===== config.mk =====
export PLATFORM = sky130hd
export DESIGN_NAME = rvc_fetch_align
export DESIGN_NICKNAME = d
export VERILOG_FILES = /design/src/rtl/rvc_fetch_align.sv
export SDC_FILE = /design/constraint.sdc
export NUM_CORES = 1
export LEC_CHECK = 0
export ABC_AREA = 1
export CAP_MARGIN = 10
export CORE_ASPECT_RATIO = 0.5
export CORE_MARGIN = 2
export CORE_UTILIZATION = 59
export CTS_CLUSTER_SIZE = 14
export DETAILED_ROUTE_END_ITERATION = 16
export GPL_TIMING_DRIVEN = 0
export PLACE_DENSITY = 0.87
export SKIP_CTS_REPAIR_TIMING = 1
export SYNTH_ARGS = -nofsm -noshare
export SYNTH_HDL_FRONTEND = slang
export SYNTH_SLANG_ARGS = --single-unit

===== constraint.sdc =====
create_clock -name clk -period 6.7 [get_ports clk]
set_input_delay 1.005 -clock clk [delete_from_list [all_inputs] [get_ports clk]]
set_output_delay 1.005 -clock clk [all_outputs]
set_load 0.01 [all_outputs]

===== src/rtl/rvc_fetch_align.sv =====
// rvc_fetch_align: halfword realigner with RVC-to-RV32I expansion feeding IF/ID
module rvc_fetch_align #(
  parameter logic [31:0] RESET_PC = 32'h0000_0000
) (
  input  logic        clk,
  input  logic        rst_n,
  input  logic        in_valid,
  output logic        in_ready,
  input  logic [31:0] in_data,
  output logic        out_valid,
  input  logic        out_ready,
  output logic [31:0] out_instr,
  output logic [31:0] out_pc,
  output logic        out_is_rvc,
  output logic        out_illegal,
  input  logic        flush,
  input  logic [31:0] flush_pc
);
  localparam logic [31:0] NOP = 32'h0000_0013;
  logic [15:0] r_hb [4];
  logic [2:0]  r_cnt;
  logic [31:0] r_pc;
  logic        r_skip;
  logic [15:0] w_c, w_lo;
  logic [15:0] w_sh [4];
  logic [15:0] w_nhb [4];
  logic [4:0]  w_rd, w_rs2, w_rdp, w_rs1p;
  logic        w_is16, w_take, w_acc, w_ill;
  logic [2:0]  w_cons, w_base, w_add;
  logic [31:0] w_exp;
  assign w_c    = r_hb[0];
  assign w_rd   = w_c[11:7];
  assign w_rs2  = w_c[6:2];
  assign w_rdp  = {2'b01, w_c[4:2]};
  assign w_rs1p = {2'b01, w_c[9:7]};
  assign w_is16 = w_c[1:0] != 2'b11;
  assign out_valid = !flush && ((r_cnt >= 3'd1 && w_is16) || r_cnt >= 3'd2);
  assign in_ready  = r_cnt <= 3'd2 && !flush;
  assign w_take = out_valid && out_ready;
  assign w_acc  = in_valid && in_ready;
  assign w_cons = w_take ? (w_is16 ? 3'd1 : 3'd2) : 3'd0;
  assign w_base = r_cnt - w_cons;
  assign w_add  = w_acc ? (r_skip ? 3'd1 : 3'd2) : 3'd0;
  assign w_lo   = r_skip ? in_data[31:16] : in_data[15:0];
  assign out_pc      = r_pc;
  assign out_is_rvc  = out_valid && w_is16;
  assign out_illegal = out_valid && w_is16 && w_ill;
  assign out_instr   = !out_valid ? NOP : !w_is16 ? {r_hb[1], r_hb[0]} : w_ill ? NOP : w_exp;
  // shift out consumed halfwords, then append the accepted word behind what remains
  always_comb begin
    w_sh[0] = w_cons == 3'd2 ? r_hb[2] : w_cons == 3'd1 ? r_hb[1] : r_hb[0];
    w_sh[1] = w_cons == 3'd2 ? r_hb[3] : w_cons == 3'd1 ? r_hb[2] : r_hb[1];
    w_sh[2] = w_cons == 3'd1 ? r_hb[3] : r_hb[2];
    w_sh[3] = r_hb[3];
    for (int i = 0; i < 4; i++)
      w_nhb[i] = (w_acc && w_base == 3'(i)) ? w_lo :
                 (w_acc && !r_skip && 3'(w_base + 3'd1) == 3'(i)) ? in_data[31:16] : w_sh[i];
  end
  // buffer state; flush wins over any accept or consume in the same cycle
  always_ff @(posedge clk or negedge rst_n) begin
    if (!rst_n) begin
      r_hb   <= '{default: 16'h0};
      r_cnt  <= 3'd0;
      r_pc   <= RESET_PC;
      r_skip <= RESET_PC[1];
    end else if (flush) begin
      r_cnt  <= 3'd0;
      r_pc   <= {flush_pc[31:1], 1'b0};
      r_skip <= flush_pc[1];
    end else begin
      r_hb   <= w_nhb;
      r_cnt  <= w_base + w_add;
      r_pc   <= r_pc + (w_take ? (w_is16 ? 32'd2 : 32'd4) : 32'd0);
      r_skip <= r_skip && !w_acc;
    end
  end
  // expand the 16-bit instruction at hb[0] into its RV32I form
  always_comb begin
    w_exp = NOP;
    w_ill = 1'b0;
    case ({w_c[1:0], w_c[15:13]})
      5'b00_000: begin
        w_exp = {2'b00, w_c[10:7], w_c[12:11], w_c[5], w_c[6], 2'b00, 5'd2, 3'b000, w_rdp, 7'h13};
        w_ill = w_c[12:5] == 8'h0;
      end
      5'b00_010: w_exp = {5'b0, w_c[5], w_c[12:10], w_c[6], 2'b00, w_rs1p, 3'b010, w_rdp, 7'h03};
      5'b00_110: w_exp = {5'b0, w_c[5], w_c[12], w_rdp, w_rs1p, 3'b010, w_c[11:10], w_c[6], 2'b00, 7'h23};
      5'b01_000: w_exp = {{7{w_c[12]}}, w_c[6:2], w_rd, 3'b000, w_rd, 7'h13};
      5'b01_001, 5'b01_101:
        w_exp = {w_c[12], w_c[8], w_c[10:9], w_c[6], w_c[7], w_c[2], w_c[11], w_c[5:3],
                 w_c[12], {8{w_c[12]}}, 4'b0, ~w_c[15], 7'h6f};
      5'b01_010: w_exp = {{7{w_c[12]}}, w_c[6:2], 5'd0, 3'b000, w_rd, 7'h13};
      5'b01_011: begin
        w_exp = {{3{w_c[12]}}, w_c[4:3], w_c[5], w_c[2], w_c[6], 4'b0, 5'd2, 3'b000, 5'd2, 7'h13};
        w_ill = w_rd != 5'd2 || {w_c[12], w_c[6:2]} == 6'h0;
      end
      5'b01_100: begin
        w_exp = w_c[11:10] == 2'b00 ? {7'b0000000, w_c[6:2], w_rs1p, 3'b101, w_rs1p, 7'h13} :
                w_c[11:10] == 2'b01 ? {7'b0100000, w_c[6:2], w_rs1p, 3'b101, w_rs1p, 7'h13} :
                w_c[11:10] == 2'b10 ? {{7{w_c[12]}}, w_c[6:2], w_rs1p, 3'b111, w_rs1p, 7'h13} :
                {1'b0, w_c[6:5] == 2'b00, 5'b0, w_rdp, w_rs1p,
                 w_c[6:5] == 2'b00 ? 3'b000 : w_c[6:5] == 2'b01 ? 3'b100 : w_c[6:5] == 2'b10 ? 3'b110 : 3'b111,
                 w_rs1p, 7'h33};
        w_ill = w_c[11:10] != 2'b10 && w_c[12];
      end
      5'b01_110, 5'b01_111:
        w_exp = {w_c[12], {3{w_c[12]}}, w_c[6:5], w_c[2], 5'd0, w_rs1p, {2'b00, w_c[13]},
                 w_c[11:10], w_c[4:3], w_c[12], 7'h63};
      5'b10_000: begin
        w_exp = {7'b0, w_c[6:2], w_rd, 3'b001, w_rd, 7'h13};
        w_ill = w_c[12];
      end
      5'b10_010: begin
        w_exp = {4'b0, w_c[3:2], w_c[12], w_c[6:4], 2'b00, 5'd2, 3'b010, w_rd, 7'h03};
        w_ill = w_rd == 5'd0;
      end
      5'b10_100: begin
        w_exp = w_rs2 != 5'd0 ? {7'b0, w_rs2, w_c[12] ? w_rd : 5'd0, 3'b000, w_rd, 7'h33} :
                {12'b0, w_rd, 3'b000, 4'b0, w_c[12], 7'h67};
        w_ill = w_rs2 == 5'd0 && w_rd == 5'd0;
      end
      5'b10_110: w_exp = {4'b0, w_c[8:7], w_c[12], w_rs2, 5'd2, 3'b010, w_c[11:9], 2'b00, 7'h23};
      default: w_ill = 1'b1;
    endcase
  end
endmodule

== Word level (Yosys, flattened, before mapping) ==
Index checks and enable logic that the tools add are counted.
Widths: inputs -> output; s select.

* $add $sub $neg: 4
* $lt $le $gt $ge: 3
* Eq/ne operators: 29
* Mux-type cells: 36
* Bitwise gates (word level): 2
* Reduce and logical (&&, ||, !) cells: 45

{| class="wikitable"
|+ Operator list
! operator !! count
|-
| $pmux 32 s13 || 1
|-
| $mux 16 || 14
|-
| $mux 32 || 7
|-
| $eq 5x4->1 const B || 8
|-
| $add 32x3->32 || 1
|-
| $mux 25 || 1
|-
| $eq 5x5->1 const B || 4
|-
| $logic_and 1x1->1 || 19
|-
| $logic_not 5->1 || 3
|-
| $eq 3x2->1 const B || 4
|-
| $mux 3 || 4
|-
| $mux 2 || 5
|-
| $reduce_or 9->1 || 1
|-
| $logic_not 8->1 || 1
|-
| $reduce_and 2->1 || 4
|-
| $reduce_bool 4->1 || 2
|-
| $pmux 1 s7 || 1
|-
| $eq 2x1->1 const B || 3
|-
| $eq 2x2->1 const B || 3
|-
| $eq 3x1->1 const B || 2
|-
| $logic_not 3->1 || 2
|-
| $logic_not 6->1 || 1
|-
| $eq 5x2->1 const B || 1
|-
| $eq 5x3->1 const B || 1
|-
| 18 further kinds || 26
|}

* Flip-flop bits (word level): 100
* Input bits: 69
* Output and inout port bits: 68
* Word-level logic and storage cells: 126

== Depth between registers and ports, before layout ==
* Word-level depth: 12
* Gate-level depth with buffers: 24
* Gate-level depth less buffers: 23

== Worst setup path before layout ==
No wires, ideal clock.

* Path type: input to register
* Start: input port flush
* End: register r_hb[40] (netlist bit)
* Library setup time: 117 ps
* Arrival time: 3902 ps
* Required time: 6583 ps
* Slack: 2681 ps
* Stages: 23
* Path buffers: 3
* Path through: buf_2 -> inv_2 -> buf_6 -> nand2_2 -> nor2_1 -> nand2_1 -> inv_1 -> ha_1 -> inv_1 -> fa_1 -> inv_1 -> nor2_1 -> ha_1 -> inv_1 -> nor2_1 -> nand2_1 -> nand2_4 -> inv_2 -> nand2_4 -> buf_6 -> o21ai_0 -> nor2_1 -> nor2_1

* Longest elaborated chain between the ends: 10
* Elaborated cells between the ends (all ways): 21
* Classes of those cells: add/sub (2); eq/ne (4); mux (4); bitwise (1); reduce/logical (10)

{| class="wikitable"
|+ RTL lines
! item !! RTL line !! text
|-
| start: declaration || 16 || <nowiki>input logic flush,</nowiki>
|-
| $logic_not 1->1 || 37, 38 ||
|-
| $logic_and 1x1->1 || 37 || <nowiki>assign out_valid = !flush && ((r_cnt >= 3'd1 && w_is16) || r_cnt >= 3'd2);</nowiki>
|-
| $logic_and 1x1->1 || 39 || <nowiki>assign w_take = out_valid && out_ready;</nowiki>
|-
| $mux 2 || 41 || <nowiki>assign w_cons = w_take ? (w_is16 ? 3'd1 : 3'd2) : 3'd0;</nowiki>
|-
| $sub 3x2->3 || 42 || <nowiki>assign w_base = r_cnt - w_cons;</nowiki>
|-
| $add 3x1->3 || 57 || <nowiki>(w_acc && !r_skip && 3'(w_base + 3'd1) == 3'(i)) ? in_data[31:16] : w_sh[i];</nowiki>
|-
| $eq 3x1->1 || 57 ||
|-
| $logic_and 1x1->1 || 57 ||
|-
| $reduce_bool 4->1 (no source line) / $mux 16 (equally long branches) || -- ||
|-
| $reduce_and 2->1 (no source line) / $mux 16 (equally long branches) || -- ||
|-
| end signal: assignment || 71 || <nowiki>r_hb <= w_nhb;</nowiki>
|-
| end: declaration || 20 || <nowiki>logic [15:0] r_hb [4];</nowiki>
|}

Parallel ways exist; a longest one is shown, timed or not.
A chain may end at the register's enable or synchronous reset.

== Worst setup path in the final report ==
* Start: input port out_ready
* End: register r_hb[32] (netlist bit)

* Longest elaborated chain between the ends: 8
* Elaborated cells between the ends (all ways): 15
* Classes of those cells: add/sub (2); eq/ne (4); mux (4); reduce/logical (5)

{| class="wikitable"
|+ RTL lines
! item !! RTL line !! text
|-
| start: declaration || 11 || <nowiki>input logic out_ready,</nowiki>
|-
| $logic_and 1x1->1 (*) || 39 ||
|-
| $mux 2 (*) || 41 ||
|-
| $sub 3x2->3 || 42 ||
|-
| $add 3x1->3 || 57 ||
|-
| $eq 3x1->1 || 57 ||
|-
| $logic_and 1x1->1 || 57 ||
|-
| $reduce_bool 4->1 (no source line) / $mux 16 (equally long branches) || -- ||
|-
| $reduce_and 2->1 (no source line) / $mux 16 (equally long branches) || -- ||
|}

Every way passes the cells marked *; elsewhere a longest branch is shown, timed or not.

==> metrics.csv <==
stage;metric;value;unit
worst_setup_path;crit_chain;clkdlybuf4s50_1, nand4_2, clkbuf_1, fa_1, xor2_2, ha_1, inv_1, nor2_1, nand2_1, clkbuf_1, o21ai_0, o21ai_0, nand2_1;
drt;routed_via_density;6.18;
drt;drt_wl_total;32.3;mm
run;drv_cap;0;
logic_synthesis;yosysUniqueCellTypes;44;
clock_network;path_clk_slew;0.06;ns
die;io_pins;137;
clock_network;cts_root_buffer;clkbuf_16;
min_path;hp-class;flip-flop to flip-flop;
worst_setup_path;required;6.92;ns
timing;fin_worst_skew;0.0122;ns
layout;syn2layout_area_growth;22.9;%
timing;setup_ws;1.99;ns
die;num_rows;30;
die;initial_core_util;0.608;
worst_setup_path;path_max_fanout;11;
clock_network;cts_sinks;99;
power_and_ir_drop;vdd_ir_drop_max;0.000195;V
clock_network;htreeDepth;3;
logic_synthesis;synth_cells;1356;
timing;finalWorstPathRequiredPeriod;4.71;ns
logic_synthesis;ys_warn_count;0;
die;dieHeight;87.9;um
layout;diodes;0;
timing;relSlewSlack;0.465;
timing;fin_crit_sh;0.703;
die;core-area;13700;um^2
clock_network;cts_tree;built;
power_and_ir_drop;power.density;392;nW/um^2
drt;drtAntennaViolNets;0;
timing;tns;0;ns
drt;first_pass_iters;11;
global_route;grt_pass1_vias;10100;
drt;drt_iter0_markers;1607;
layout;drive_above_1_share;0.0618;
worst_setup_path;rrSetupSlack;2.17;ns
power_and_ir_drop;p_leak;0.00485;uW
power_and_ir_drop;p_total;4000;uW
timing;rsz0062_at_grt;false;
drt;avgRoutedWirePerCell;19.0;um
drt;remaining_drc_errors;0;
global_route;grt.total_usage;0.439;
logic_synthesis;synth_area_leaders;dfrtp_1 (30%), nand2_1 (21%), nor2_1 (7.9%), nand3_1 (6.6%), o21ai_0 (5.7%);
timing;hold_viol;0;
die;chipWidth;172;um
clock_network;cts.path.max_buffers;2;
logic_synthesis;ys_seq_area_frac;0.298;
logic_synthesis;synth_top_flop_cell;dfrtp_1;
placement;port_buffers;131;
timing;final_max_slew_viol_count;0;
drt;vias;10500;
logic_synthesis;synth-edff-count;0;
timing;hold_slack;0.529;ns
placement;dp_hpwl;23.6;mm
worst_setup_path;cp_slowest_stage_delay;0.57;ns
timing;finalSetupViolCount;0;
placement;dpl_worst_slack;1.84;ns
global_route;grt_overflow;0;
worst_setup_path;end_kind;flip-flop;
timing;timing.fmax;0.212;GHz
logic_synthesis;synth-async-reset-ratio;1.00;
layout;fin_nets;1578;
timing;worst_pin_slew;0.798;ns
worst_setup_path;cpMaxStageDelayCell;fa_1;
logic_synthesis;synth_top_area_frac;0.298;
logic_synthesis;ys_seq_elements;99;
logic_synthesis;syn_avg_cell_area;6.12;um^2
global_route;antenna_found_initial;1;
logic_synthesis;syn_area;8310;um^2
clock_network;clk_latency;0.36;ns
global_route;grt_pass1_wl;50.9;mm
clock_network;cts_buffers;9;
logic_synthesis;yosysTopAreaCell;dfrtp_1;
worst_setup_path;criticalPathCategory;input port to flip-flop;
worst_setup_path;startpoint_type;input port;
placement;finalWeightedCongestion;1.15;
status;status;finished, final reports clean;
global_route;grt_max_degree;52;
die;die_area;15100;um^2
worst_setup_path;crit_arrival;4.93;ns
## synthesized netlist by cell type, types with 2 or more instances
cell type	count
a21oi_1	72
o22ai_1	5
clkbuf_1	30
dfrtp_1	99
ha_1	6
o21ai_1	2
nand3_2	3
o211ai_1	33
mux2i_1	3
buf_2	27
buf_4	9
xor2_1	11
nand2_2	5
nor3_1	18
buf_6	4
nand2_1	455
nand3_1	109
nand3b_1	4
nand3_4	2
o21a_1	3
nor3b_1	2
fa_1	3
nand2_4	2
nand4_1	22
inv_2	8
or2_2	4
nor2_2	4
conb_1	2
a31oi_1	11
inv_1	110
nor2_1	175
o21ai_0	95
xnor2_1	7
## worst paths after layout
path	startpoint	endpoint	cells after the start
worst min register to register	r_hb[47]	r_hb[47]	2
worst max-delay path	out_ready	r_hb[32]	13
min in group asynchronous	rst_n	out_pc[2]	1
worst max register to register	w_c[0]	r_hb[32]	21
worst min-delay path	r_hb[47]	r_hb[47]	2
max in group asynchronous	rst_n	r_hb[35]	2
## cells in the final DEF (no fill, tap or decap), types with 6 or more instances in the layout
master / synthesis / layout
clkbuf_16: 0 / 9
xnor2_1: 7 / 7
a31oi_1: 11 / 11
a21oi_1: 72 / 72
o21ai_0: 95 / 95
clkbuf_1: 30 / 30
ha_1: 6 / 6
clkdlybuf4s50_1: 0 / 130
nor3_1: 18 / 18
xor2_1: 11 / 11
nand4_1: 22 / 22
dfrtp_1: 99 / 99
nor2_1: 175 / 175
nand2_1: 455 / 455
nand3_1: 109 / 109
inv_1: 110 / 110
inv_2: 8 / 8
buf_4: 9 / 10
buf_2: 27 / 27
o211ai_1: 33 / 33
## power by group
| group | internal, uW | switching (uW) | total (uW) | leakage [uW] |
|---|---|---|---|---|
| clock network | 330 | 242 | 572 | 0.000156 |
| logic | 795 | 1590 | 2390 | 0.00353 |
| registers | 818 | 219 | 1040 | 0.00116 |
## through the flow
stage	std cells	area (um^2)	util
floorplan	1357	8310	-
global placement	1680	9860	0.722
detailed placement	1681	9890	0.724
CTS	1697	10200	0.747
global route	1697	10200	0.747
finish	1697	10200	0.747
## layer usage
metal	track usage	vias up	part of all wire
met4	0.259	2	0.059
met1	0.530	4683	0.35
met2	0.713	923	0.43
met5	0	-	0.00040
met3	0.126	208	0.15
li1	-	4677	-
## registers in the layout (all words and copies together) (netlist names)
register and cells:
r_hb 48, out_pc 31, r_skip 1, w_c 16, r_cnt 3
## critical path, delay by kind of cell
| family | cells | cell delay, ns |
|---|---|---|
| and+or+nand+nor | 4 | 0.72 |
| buffers and inverters | 4 | 1.46 |
| adders and majority gates | 2 | 0.92 |
| AOI/OAI and AO/OA | 2 | 0.42 |
| xor gates and xnor gates | 1 | 0.40 |
## layout make-up
cell class / count / area, um^2
Inverter: 118 / 443
Sequential cell: 99 / 2480
Buffer: 71 / 364
Timing Repair Buffer: 132 / 1340
Fill cell: 1108 / 3450
Multi-Input combinational cell: 1069 / 5020
Tap cell: 192 / 240
Clock buffer: 9 / 225
Clock inverter: 7 / 98.8
## cells by family after synthesis
family                     count (synthesis)  synth area share
and+or+nand+nor                          811             0.413
adders and majority gates                  9            0.0163
AOI/OAI and AO/OA                        224             0.149
other                                      2          0.000904
muxes                                      3           0.00362
buffers and inverters                    189            0.0972
DFF                                       99             0.298
xor gates and xnor gates                  19            0.0209
Note: power is estimated with default switching activity, not from simulation.
